[config.mk]
export PLATFORM = sky130hd
export DESIGN_NAME = election_controller
export DESIGN_NICKNAME = d
export VERILOG_FILES = /design/src/rtl/election_controller.sv
export SDC_FILE = /design/constraint.sdc
export NUM_CORES = 1
export LEC_CHECK = 0
export CORE_UTILIZATION = 60
export DETAILED_ROUTE_END_ITERATION = 8
export PLACE_DENSITY = 0.79
export REMOVE_ABC_BUFFERS = 1
export SLEW_MARGIN = 20
export SYNTH_ARGS = -nofsm -noshare
export SYNTH_HDL_FRONTEND = slang
export SYNTH_SLANG_ARGS = --single-unit
export TNS_END_PERCENT = 5
[constraint.sdc]
create_clock -name CLK -period 7.43 [get_ports CLK]
set_input_delay 1.486 -clock CLK [delete_from_list [all_inputs] [get_ports CLK]]
set_output_delay 1.486 -clock CLK [all_outputs]
set_load 0.05 [all_outputs]
[src/rtl/election_controller.sv]
// election_controller: timed REG -> VOTE -> RESULT election FSM with per-voter registration/vote bitmaps and tallies.
// Optional macro TIE_BREAK_LOWEST_EN: on a tie, WinnerId is the lowest-index tied candidate instead of 0.
module election_controller #(
  parameter int BOX_W       = 2,
  parameter int VOTER_W     = 4,
  parameter int N_CAND      = 4,
  parameter int CAND_W      = 2,
  parameter int REG_CYCLES  = 100,
  parameter int VOTE_CYCLES = 100,
  localparam int CNT_W      = BOX_W + VOTER_W + 1
) (
  input  logic                     CLK,
  input  logic                     RST,
  input  logic [1:0]               mode,
  input  logic [BOX_W+VOTER_W-1:0] userID,
  input  logic [CAND_W-1:0]        candidate,
  output logic [BOX_W-1:0]         ballotBoxId,
  output logic [CNT_W-1:0]         numberOfRegisteredVoters,
  output logic [CNT_W-1:0]         numberOfVotesWinner,
  output logic [CAND_W-1:0]        WinnerId,
  output logic [1:0]               phase,
  output logic                     AlreadyRegistered,
  output logic                     AlreadyVoted,
  output logic                     NotRegistered,
  output logic                     VotingHasNotStarted,
  output logic                     RegistrationHasEnded,
  output logic                     InvalidCandidate,
  output logic                     Tie,
  output logic                     ResultValid
);

  localparam int ID_W   = BOX_W + VOTER_W;
  localparam int N_ID   = 2 ** ID_W;
  localparam int N_SLOT = 2 ** CAND_W;
  localparam int T_MAX  = (REG_CYCLES > VOTE_CYCLES) ? REG_CYCLES : VOTE_CYCLES;
  localparam int TMR_W  = (T_MAX > 1) ? $clog2(T_MAX) : 1;

  typedef enum logic [1:0] {
    PH_REG    = 2'b00,
    PH_VOTE   = 2'b01,
    PH_RESULT = 2'b10
  } phase_e;

  phase_e             phase_q;
  logic [TMR_W-1:0]   tmr_q;
  logic [N_ID-1:0]    registered_q;
  logic [N_ID-1:0]    voted_q;
  logic [CNT_W-1:0]   tally_q [N_SLOT];
  logic [BOX_W-1:0]   box_q;
  logic [CNT_W-1:0]   nreg_q;
  logic [CNT_W-1:0]   nwin_q;
  logic [CAND_W-1:0]  winner_q;
  logic               already_reg_q;
  logic               already_voted_q;
  logic               not_reg_q;
  logic               vote_not_started_q;
  logic               reg_ended_q;
  logic               invalid_cand_q;
  logic               tie_q;
  logic               result_valid_q;

  logic               cand_ok_s;
  logic [CNT_W-1:0]   max_d;
  logic [CAND_W-1:0]  first_d;
  logic [CAND_W-1:0]  winner_d;
  logic [CAND_W:0]    n_max_s;
  logic               tie_d;

  assign cand_ok_s = ({1'b0, candidate} < (CAND_W+1)'(N_CAND));

  // Result evaluation over the frozen tallies: maximum, lowest index holding it, and how many share it.
  always_comb begin
    max_d   = '0;
    first_d = '0;
    n_max_s = '0;
    for (int c = 0; c < N_CAND; c++) begin
      max_d = (tally_q[c] > max_d) ? tally_q[c] : max_d;
    end
    for (int c = N_CAND - 1; c >= 0; c--) begin
      first_d = (tally_q[c] == max_d) ? CAND_W'(c) : first_d;
      n_max_s = (tally_q[c] == max_d) ? n_max_s + (CAND_W+1)'(1) : n_max_s;
    end
    tie_d = (n_max_s > (CAND_W+1)'(1));
`ifdef TIE_BREAK_LOWEST_EN
    winner_d = first_d;
`else
    winner_d = tie_d ? '0 : first_d;
`endif
  end

  // Phase sequencing, voter bookkeeping and all registered outputs.
  always_ff @(posedge CLK or posedge RST) begin
    if (RST) begin
      phase_q            <= PH_REG;
      tmr_q              <= '0;
      registered_q       <= '0;
      voted_q            <= '0;
      for (int c = 0; c < N_SLOT; c++) tally_q[c] <= '0;
      box_q              <= '0;
      nreg_q             <= '0;
      nwin_q             <= '0;
      winner_q           <= '0;
      already_reg_q      <= 1'b0;
      already_voted_q    <= 1'b0;
      not_reg_q          <= 1'b0;
      vote_not_started_q <= 1'b0;
      reg_ended_q        <= 1'b0;
      invalid_cand_q     <= 1'b0;
      tie_q              <= 1'b0;
      result_valid_q     <= 1'b0;
    end else begin
      already_reg_q      <= 1'b0;
      already_voted_q    <= 1'b0;
      not_reg_q          <= 1'b0;
      vote_not_started_q <= 1'b0;
      reg_ended_q        <= 1'b0;
      invalid_cand_q     <= 1'b0;
      case (phase_q)
        PH_REG: begin
          box_q <= userID[ID_W-1:VOTER_W];
          if (tmr_q == TMR_W'(REG_CYCLES - 1)) begin
            phase_q <= PH_VOTE;
            tmr_q   <= '0;
          end else begin
            tmr_q <= tmr_q + TMR_W'(1);
          end
          case (mode)
            2'b00: begin
              if (registered_q[userID]) begin
                already_reg_q <= 1'b1;
              end else begin
                registered_q[userID] <= 1'b1;
                nreg_q               <= nreg_q + CNT_W'(1);
              end
            end
            2'b01:   vote_not_started_q <= 1'b1;
            default: ;
          endcase
        end
        PH_VOTE: begin
          box_q <= userID[ID_W-1:VOTER_W];
          if (tmr_q == TMR_W'(VOTE_CYCLES - 1)) begin
            phase_q <= PH_RESULT;
            tmr_q   <= '0;
          end else begin
            tmr_q <= tmr_q + TMR_W'(1);
          end
          case (mode)
            2'b00: reg_ended_q <= 1'b1;
            2'b01: begin
              if (!registered_q[userID]) begin
                not_reg_q <= 1'b1;
              end else if (voted_q[userID]) begin
                already_voted_q <= 1'b1;
              end else if (!cand_ok_s) begin
                invalid_cand_q <= 1'b1;
              end else begin
                voted_q[userID]    <= 1'b1;
                tally_q[candidate] <= tally_q[candidate] + CNT_W'(1);
              end
            end
            default: ;
          endcase
        end
        PH_RESULT: begin
          // Results latch once; the tallies cannot change afterwards anyway.
          if (!result_valid_q) begin
            nwin_q         <= max_d;
            winner_q       <= winner_d;
            tie_q          <= tie_d;
            result_valid_q <= 1'b1;
          end
        end
        default: begin
          phase_q <= PH_REG;
          tmr_q   <= '0;
        end
      endcase
    end
  end

  assign ballotBoxId              = box_q;
  assign numberOfRegisteredVoters = nreg_q;
  assign numberOfVotesWinner      = nwin_q;
  assign WinnerId                 = winner_q;
  assign phase                    = phase_q;
  assign AlreadyRegistered        = already_reg_q;
  assign AlreadyVoted             = already_voted_q;
  assign NotRegistered            = not_reg_q;
  assign VotingHasNotStarted      = vote_not_started_q;
  assign RegistrationHasEnded     = reg_ended_q;
  assign InvalidCandidate         = invalid_cand_q;
  assign Tie                      = tie_q;
  assign ResultValid              = result_valid_q;

endmodule
==> impl_metrics.toml, run 1 <==
[floorplan]
start_util_pct = 62.2
rows = 46
die_area_um2 = 17200
die_width_um = 131
die_h_um = 131
design.core.area_um2 = 16100
io-pin-count = 40

[drt]
drc = 0
drt-initial-drc-count = 794
dr_wl_met2_mm = 12.2
met3_length_mm = 1.47
vias_per_cell = 6.54
drt-total-wl_mm = 25.4
num_vias = 7720
routed.top_layer = "met4"
met1Wirelength_mm = 11.0
ant_nets = 0
wl_per_cell_um = 21.6
firstDrtPassIters = 6

[pwr]
comb_power_share_pct = 10.3
clockPowerShare_pct = 40.1
p_int_mw = 1.67
leakagePower_nw = 4.92
p_sw_share_pct = 27.4
seq_power_share_pct = 49.6
p_switching_uw = 630
power.density_nw_per_um2 = 202
ir_worst_vdd_mv = 0.191
p_total_mw = 2.29

[sta]
finalMaxSlewViolations = 0
finalSetupTns_ns = 0
tightest_slew_ns = 0.955
rsz0062_at_grt = "false"
fin_crit_ns = 7.11
finalHoldViolations = 0
min_period_over_period_pct = 95.7
clock_skew_ns = 0.00878
max_clock_freq_mhz = 141
slew_headroom_pct = 36.3
setup_viol_count_final = 0

[setup_path]
start_kind = "flop"
worst-setup-path-type = "reg2reg"
cpPeakStageDelay_ns = 0.44
crit_slowest_cell = "a221o_1"
end_kind = "flop"
worst_r2r_path_depth = 29
r2r_slack_ns = 0.32
required_ns = 7.75
cpLargestDelayFamily = "compound AO/OA/AOI/OAI gates"
crit_arrival_ns = 7.43
r2r-start = "tally_q[27]"
reg2reg_to = "Tie"
critPathBufInv = 4
critPathMostFrequentCell = "ha_1"
cp_max_fo = 10
crit_cells = 29

[clock_tree]
cts.clk_slew.worst_paths_ns = 0.07
cts_tree = "built"
cts_inserted_buffers = 17
cts.sinks = 190
clock_path_buffers = 2
cts.htree.levels = 4
cts_hold_buf = 0
root_buffer = "clkbuf_16"
insertion_delay_ns = 0.43

[run_status]
status = "finished clean"

[final_layout]
utilization_pct = 70.6
area_delta_synth_final_pct = 13.5
drive_above_1_share_pct = 15.7
diodes = 0
stdcell_area_um2 = 11300
nets = 992

[logic_synthesis]
synth_area_um2 = 9990
synth_edf_count = 0
synthArstFlopShare_pct = 100
synth_top_cell_by_area = "dfrtp_1"
yosys_warnings = 0
netlist_top_cells_count = "190 x dfrtp_1, 128 x o21bai_1, 70 x nand2_1"
synth-seq-cells = 190
yosysMostFrequentCell = "dfrtp_1"
ys_seq_area_share_pct = 47.6
synth_cells = 907
ys_dominant_reg_cell = "dfrtp_1"
synth_area_per_cell_um2 = 11.0
synth_top_area_share_pct = 47.6
yosys-top-cells-area = "dfrtp_1 48%, o21bai_1 9.6%, ha_1 3.5%"
synth.distinct_cells = 93

[flow_run]
drv_cap = 0

[worst_hold_path]
hold_depth = 1
hold_start = "numberOfRegisteredVoters[6]"
holdPathEnd = "numberOfRegisteredVoters[6]"
hold_path.class = "reg2reg"

[grt]
antenna_found_initial = 0
grt_pass1_wl_mm = 39.6
grt_pass1_vias = 7462
grt_max_degree = 127
grt.overflow.total = 0
track_usage_pct = 30.8

[place]
gp_congestion = 0.981
placed_area_um2 = 10600
dp_hpwl_mm = 16.7
io_buffers = 38
registers in the layout, indices dropped and copies added, names as in the netlist:
signal,flops
numberOfVotesWinner,7
WinnerId,2
tally_q,28
voted_q,64
numberOfRegisteredVoters,7
phase,2
Tie,1
registered_q,64
VotingHasNotStarted,1
ballotBoxId,2
NotRegistered,1
tmr_q,7
AlreadyVoted,1
RegistrationHasEnded,1
AlreadyRegistered,1
ResultValid,1
power groups by stage:
stage | clock network [mW] | registers (mW) | logic, mW
2_1_floorplan | 0 | 1.20 | 0.104
3_3_place_gp | 0 | 1.15 | 0.235
3_5_place_dp | 0 | 1.16 | 0.240
4_1_cts | 0.932 | 1.14 | 0.240
5_1_grt | 0.972 | 1.14 | 0.255
6_report | 0.920 | 1.14 | 0.237
worst max path at each step:
stage | to | from | slack, ns
floorplan | Tie | tally_q[23] | 0.62
global placement | Tie | tally_q[23] | 0.16
detailed placement | Tie | tally_q[23] | 0.13
CTS | Tie | tally_q[23] | 0.0009
global route | Tie | tally_q[27] | 0.006
finish | Tie | tally_q[27] | 0.32
logic make-up after synthesis:
family          after synthesis  share of synthesized area, %
compound gates              334                          25.5
simple gates                212                          11.6
flops                       190                          47.6
buf+inv                      72                          3.51
xor+xnor                     35                          3.07
mux                          35                          5.14
fa+ha+maj                    28                          3.51
other cells                   1                        0.0375
what timing repair did:
| item | CTS | global route |
|---|---|---|
| resized for setup | 0 | 13 |
| endpoints found under the hold margin | 0 | 0 |
| setup buffers | 0 | 8 |
| setup endpoints to repair | 0 | 2 |
cells in the final DEF (no fill, tap or decap), drive strengths merged, types with 5 or more instances in the layout:
master         netlist  layout
a21boi               5       6
a21oi               25      25
a221oi              17      17
a22o                16      16
a22oi               34      34
a31o                 5       5
a31oi               12      12
and3                11      11
buf                 21      37
clkbuf              29      17
clkdlybuf4s50        0      38
clkinv               0       5
dfrtp              190     190
ha                  28      28
inv                 22      28
mux2                24      24
mux4                 7       7
nand2               72      72
nand2b               8       8
nand3               21      21
nand3b               6       6
nand4               11      11
nor2                35      35
nor2b                9       9
nor3                13      13
nor4                 6       6
o211ai               5       5
o21a                 5       5
o21ai               37      37
o21bai             128     128
o22ai                7       7
xnor2               19      19
xor2                16      16
layout make-up:
class,count,area (um2)
multi-input cells,646,4960
flip-flops and latches,190,4760
fillers,1169,4720
repair buffers,75,658
clock buffers,17,425
well taps,216,270
clock inverters,14,179
inverters,22,90.1
per-stage QoR:
step	setup WS [ns]	hold slack, ns	cells
after floorplan	0.616	0.443	857
after global placement	0.157	0.454	1140
after detailed placement	0.125	0.459	1140
after CTS	0.000905	0.471	1171
after global routing	0.00605	0.486	1180
final	0.318	0.470	1180
routing by layer:
metal	vias to the layer above	GRT usage (%)
met5	-	0
met4	0	12.4
met3	72	5.66
met2	304	50.3
met1	3868	40.7
li1	3476	-
Note: power is estimated with default switching activity, not from simulation.
==> run 2, diff against run 1 <==
--- a/config.mk
+++ b/config.mk
@@ -5,9 +5,11 @@
 export SDC_FILE = /design/constraint.sdc
 export NUM_CORES = 1
 export LEC_CHECK = 0
-export CORE_UTILIZATION = 60
+export ABC_CLOCK_PERIOD_IN_PS = 7430
+export CORE_UTILIZATION = 50
 export DETAILED_ROUTE_END_ITERATION = 8
-export PLACE_DENSITY = 0.79
+export PLACE_DENSITY = 0.68
+export RECOVER_POWER = 25
 export REMOVE_ABC_BUFFERS = 1
 export SLEW_MARGIN = 20
 export SYNTH_ARGS = -nofsm -noshare
==> impl_metrics.toml, run 2 (synthesized netlist as in run 1, its figures left out) <==
[run_status]
status = "finished with violations"
violations = "capacitance limit, slew limit"

[drt]
wl_per_cell_um = 20.8
drt-initial-drc-count = 504
firstDrtPassIters = 5
num_vias = 7486
vias_per_cell = 6.10
drt-total-wl_mm = 25.5
drc = 0
ant_nets = 0

[sta]
hold_ws_ns = 0.471
finalMaxSlewViolations = 130
max_clock_freq_mhz = 141
clock_skew_ns = 0.0190
finalSetupTns_ns = 0
setup_viol_count_final = 0
min_period_over_period_pct = 95.2
tightest_slew_ns = 4.78
fin_crit_ns = 7.07
slew_headroom_pct = -219
finalHoldViolations = 0

[clock_tree]
cts.sinks = 190
cts.htree.levels = 4
cts_inserted_buffers = 17
root_buffer = "clkbuf_16"
cts_tree = "built"
insertion_delay_ns = 0.45
clock_path_buffers = 2
cts_hold_buf = 0
cts.clk_slew.worst_paths_ns = 0.08

[floorplan]
io-pin-count = 40
die_h_um = 143
start_util_pct = 51.2
design.core.area_um2 = 19500
rows = 51
die_area_um2 = 20500
die_width_um = 143

[setup_path]
crit_arrival_ns = 7.40
cp_max_fo = 12
start_kind = "flop"
end_kind = "flop"
r2r_slack_ns = 0.36
required_ns = 7.75
r2r-start = "tally_q[24]"
worst_r2r_path_depth = 27
worst-setup-path-type = "reg2reg"
reg2reg_to = "Tie"

[final_layout]
stdcell_area_um2 = 11400
nets = 989
area_delta_synth_final_pct = 13.9
final_cell_mix = "190 x dfrtp_1, 128 x o21bai_1, 70 x nand2_1, 35 x buf_4"
diodes = 0
largestRegisters = "registered_q (64), voted_q (64), tally_q (28)"
fin_cells = 1227
drive_above_1_share_pct = 15.1
layout_commonest_cell = "dfrtp_1"
nFillCells = 1730

[place]
dp_hpwl_mm = 17.3
dp.cells = 1194
gp_congestion = 0.931
placed_area_um2 = 10700
io_buffers = 38

[grt]
grt_pass1_vias = 7308
grt_pass1_wl_mm = 40.6
track_usage_pct = 26.2
grt.overflow.total = 0
antenna_found_initial = 0
grt_max_degree = 130

[worst_hold_path]
hold_start = "numberOfRegisteredVoters[6]"
hold_path.class = "reg2reg"
hold_depth = 1
holdPathEnd = "numberOfRegisteredVoters[6]"

[pwr]
ir_worst_vdd_mv = 0.198
p_int_mw = 1.65
leakagePower_nw = 4.93
power.density_nw_per_um2 = 204
comb_power_share_pct = 10.3
p_total_mw = 2.32
seq_power_share_pct = 49.1
clockPowerShare_pct = 40.7
p_switching_uw = 667
p_sw_share_pct = 28.8

[flow_run]
drv_cap = 1
-- run 2: how the worst max path moves through the flow --
stage	from	endpoint	slack (ns)	depth (start not counted)
finish	tally_q[24]	Tie	0.36	27
global route	tally_q[24]	Tie	-0.02	31
CTS	tally_q[23]	Tie	0.25	30
detailed placement	tally_q[23]	Tie	0.26	29
global placement	tally_q[23]	Tie	0.41	28
floorplan	tally_q[23]	Tie	0.62	29
-- run 2: repair_timing --
action,in CTS,in global routing
gates resized for setup,0,7
buffers inserted,0,1
endpoints found under the setup margin,0,1
-- run 2: per-stage QoR --
stage	worst slack, ns	util [%]
after global routing	-0.0156	58.3
after CTS	0.245	58.1
final	0.356	58.3
after detailed placement	0.257	54.9
after floorplan	0.616	-
after global placement	0.406	54.8
-- run 2: cell type report --
| class | count | area [um2] | share of cell area, % |
|---|---|---|---|
| Clock buffer | 17 | 425 | 3.74 |
| Clock inverter | 15 | 204 | 1.79 |
| Inverter | 22 | 82.6 | 0.726 |
| Multi-Input combinational cell | 645 | 4930 | 43.4 |
| Sequential cell | 190 | 4750 | 41.8 |
| Tap cell | 265 | 332 | 2.91 |
| Timing Repair Buffer | 73 | 643 | 5.65 |
-- run 2: critical path: stages, from the launching register on --
cell	delay, ns
dfrtp_1	0.48
inv_1	0.10
ha_1	0.31
nand4_2	0.19
or2_2	0.37
o21ai_4	0.17
nor2_1	0.07
a21oi_1	0.22
ha_1	0.30
a21oi_1	0.20
nand2_1	0.14
o311ai_2	0.38
or3_1	0.20
nand2_2	0.13
a21oi_1	0.30
ha_1	0.30
nor2b_1	0.14
o31ai_2	0.33
a21oi_4	0.16
a221o_1	0.42
and3_1	0.20
a22o_1	0.26
a211o_1	0.30
ha_1	0.24
o21ai_0	0.20
ha_1	0.25
or3_1	0.36
o221a_1	0.23
-- run 2: power by group through the flow --
| stage | Combinational, mW | Clock, mW | Sequential (mW) |
|---|---|---|---|
| floorplan | 0.104 | 0 | 1.20 |
| global placement | 0.237 | 0 | 1.15 |
| detailed placement | 0.242 | 0 | 1.15 |
| CTS | 0.242 | 0.959 | 1.14 |
| global route | 0.258 | 1.00 | 1.14 |
| finish | 0.238 | 0.942 | 1.14 |
-- run 2: per-layer routing --
layer | GRT usage [%] | up-vias | routed length (um)
met1 | 38.8 | 3737 | 12200
met2 | 39.3 | 235 | 11400
met5 | 0 | - | 0
met3 | 4.47 | 33 | 1420
li1 | - | 3481 | -
met4 | 8.17 | 0 | 463
==> run 3, diff against run 2 <==
--- a/config.mk
+++ b/config.mk
@@ -7,8 +7,9 @@
 export LEC_CHECK = 0
 export ABC_CLOCK_PERIOD_IN_PS = 7430
 export CORE_UTILIZATION = 50
+export CTS_CLUSTER_DIAMETER = 40
 export DETAILED_ROUTE_END_ITERATION = 8
-export PLACE_DENSITY = 0.68
+export PLACE_DENSITY_LB_ADDON = 0.05
 export RECOVER_POWER = 25
 export REMOVE_ABC_BUFFERS = 1
 export SLEW_MARGIN = 20
==> impl_metrics.toml, run 3 (synthesized netlist as in run 1, its figures left out) <==
[grt]
grt_max_degree = 129
antenna_found_initial = 0
track_usage_pct = 28.4
grt.overflow.total = 0
grt_pass1_wl_mm = 43.7
grt_pass1_vias = 7756

[sta]
slew_headroom_pct = -212
finalSetupTns_ns = 0
clock_skew_ns = 0.0169
finalHoldViolations = 0
fin_ws_ns = 0.452
setup_viol_count_final = 0
tightest_slew_ns = 4.67
rsz0062_at_grt = "false"
finalMaxSlewViolations = 129
max_clock_freq_mhz = 143
min_period_over_period_pct = 93.9
fin_crit_ns = 6.98

[final_layout]
utilization_pct = 58.7
layout_commonest_cell = "dfrtp_1"
fin_cells = 1240
final_cell_mix = "190 x dfrtp_1, 128 x o21bai_1, 70 x nand2_1, 48 x buf_4"
diodes = 0
largestRegisters = "registered_q (64), voted_q (64), tally_q (28)"
nets = 1002
nFillCells = 1690
drive_above_1_share_pct = 15.9
area_delta_synth_final_pct = 14.7

[pwr]
leakagePower_nw = 4.99
power.density_nw_per_um2 = 203
ir_worst_vdd_mv = 0.216

[clock_tree]
clock_path_buffers = 2
cts.sinks = 190
cts_inserted_buffers = 17
cts.htree.levels = 4
cts_hold_buf = 0
insertion_delay_ns = 0.44
cts_tree = "built"
cts.clk_slew.worst_paths_ns = 0.08
cts_resized = 0
root_buffer = "clkbuf_16"
post-cts-setup-buffers = 0

[place]
dp_hpwl_mm = 19.0
dp.cells = 1208
gp_congestion = 0.878
io_buffers = 38
dp_slack_ns = 0.424

[floorplan]
start_util_pct = 51.2
io-pin-count = 40
rows = 51
die_width_um = 143
die_h_um = 143
design.core.area_um2 = 19500
die_area_um2 = 20500

[setup_path]
cp_max_fo = 11
worst-setup-path-type = "reg2reg"
crit_slowest_cell = "or3_1"
critPathMostFrequentCell = "ha_1"
crit_arrival_ns = 7.31
r2r_slack_ns = 0.45
required_ns = 7.76
start_kind = "flop"
cpPeakStageDelay_ns = 0.43
end_kind = "flop"

[drt]
drt-total-wl_mm = 27.3
vias_per_cell = 6.18
firstDrtPassIters = 5
drt-initial-drc-count = 649
ant_nets = 0
drc = 0
num_vias = 7668
wl_per_cell_um = 22.1

[flow_run]
drv_cap = 1

[worst_hold_path]
hold_path.class = "reg2reg"

[run_status]
status = "finished with violations"
violations = "capacitance limit, slew limit"
[run 3: final cells by class]
type | count | area (um2) | share of cell area (%)
Tap cell | 265 | 332 | 2.89
Sequential cell | 190 | 4750 | 41.5
Clock inverter | 15 | 200 | 1.75
Multi-Input combinational cell | 645 | 4920 | 43.0
Clock buffer | 17 | 425 | 3.71
Timing Repair Buffer | 86 | 741 | 6.46
Inverter | 22 | 82.6 | 0.721
[run 3: layer usage]
metal  vias to the layer above  GRT usage [%]  wire length [um]
li1                       3488              -                 -
met1                      3910           35.5             11500
met2                       223           49.7             14000
met3                        47           4.47              1100
met4                         0           10.6               730
met5                         -              0                 0
[run 3: critical path, delay by kind of cell (launching register included)]
| family | cells | cell delay, ns |
|---|---|---|
| compound gates | 12 | 2.41 |
| xor+xnor | 1 | 0.13 |
| fa+ha+maj | 5 | 1.33 |
| buf+inv | 5 | 0.72 |
| flops | 1 | 0.39 |
| mux | 1 | 0.42 |
| simple gates | 6 | 1.48 |
[run 3: final timing paths]
path	startpoint	endpoint	cells past startpoint
min in group asynchronous	RST	voted_q[50]	2
worst min register to register	registered_q[40]	registered_q[40]	1
max in group asynchronous	RST	registered_q[56]	3
worst min-delay path	registered_q[40]	registered_q[40]	1
worst max register to register	tally_q[25]	Tie	30
worst max-delay path	tally_q[25]	Tie	30
[run 3: through the flow]
step	area, um2	hold slack (ns)	power, mW
after floorplan	9720	0.443	1.31
after global placement	10800	0.458	1.39
after detailed placement	10800	0.462	1.40
after CTS	11400	0.480	2.35
after global routing	11500	0.488	2.41
final	11500	0.477	2.33
[run 3: where the power goes]
part | total (mW) | internal, mW | switching, mW
logic | 0.238 | 0.0875 | 0.150
clock network | 0.956 | 0.468 | 0.488
registers | 1.14 | 1.10 | 0.0423
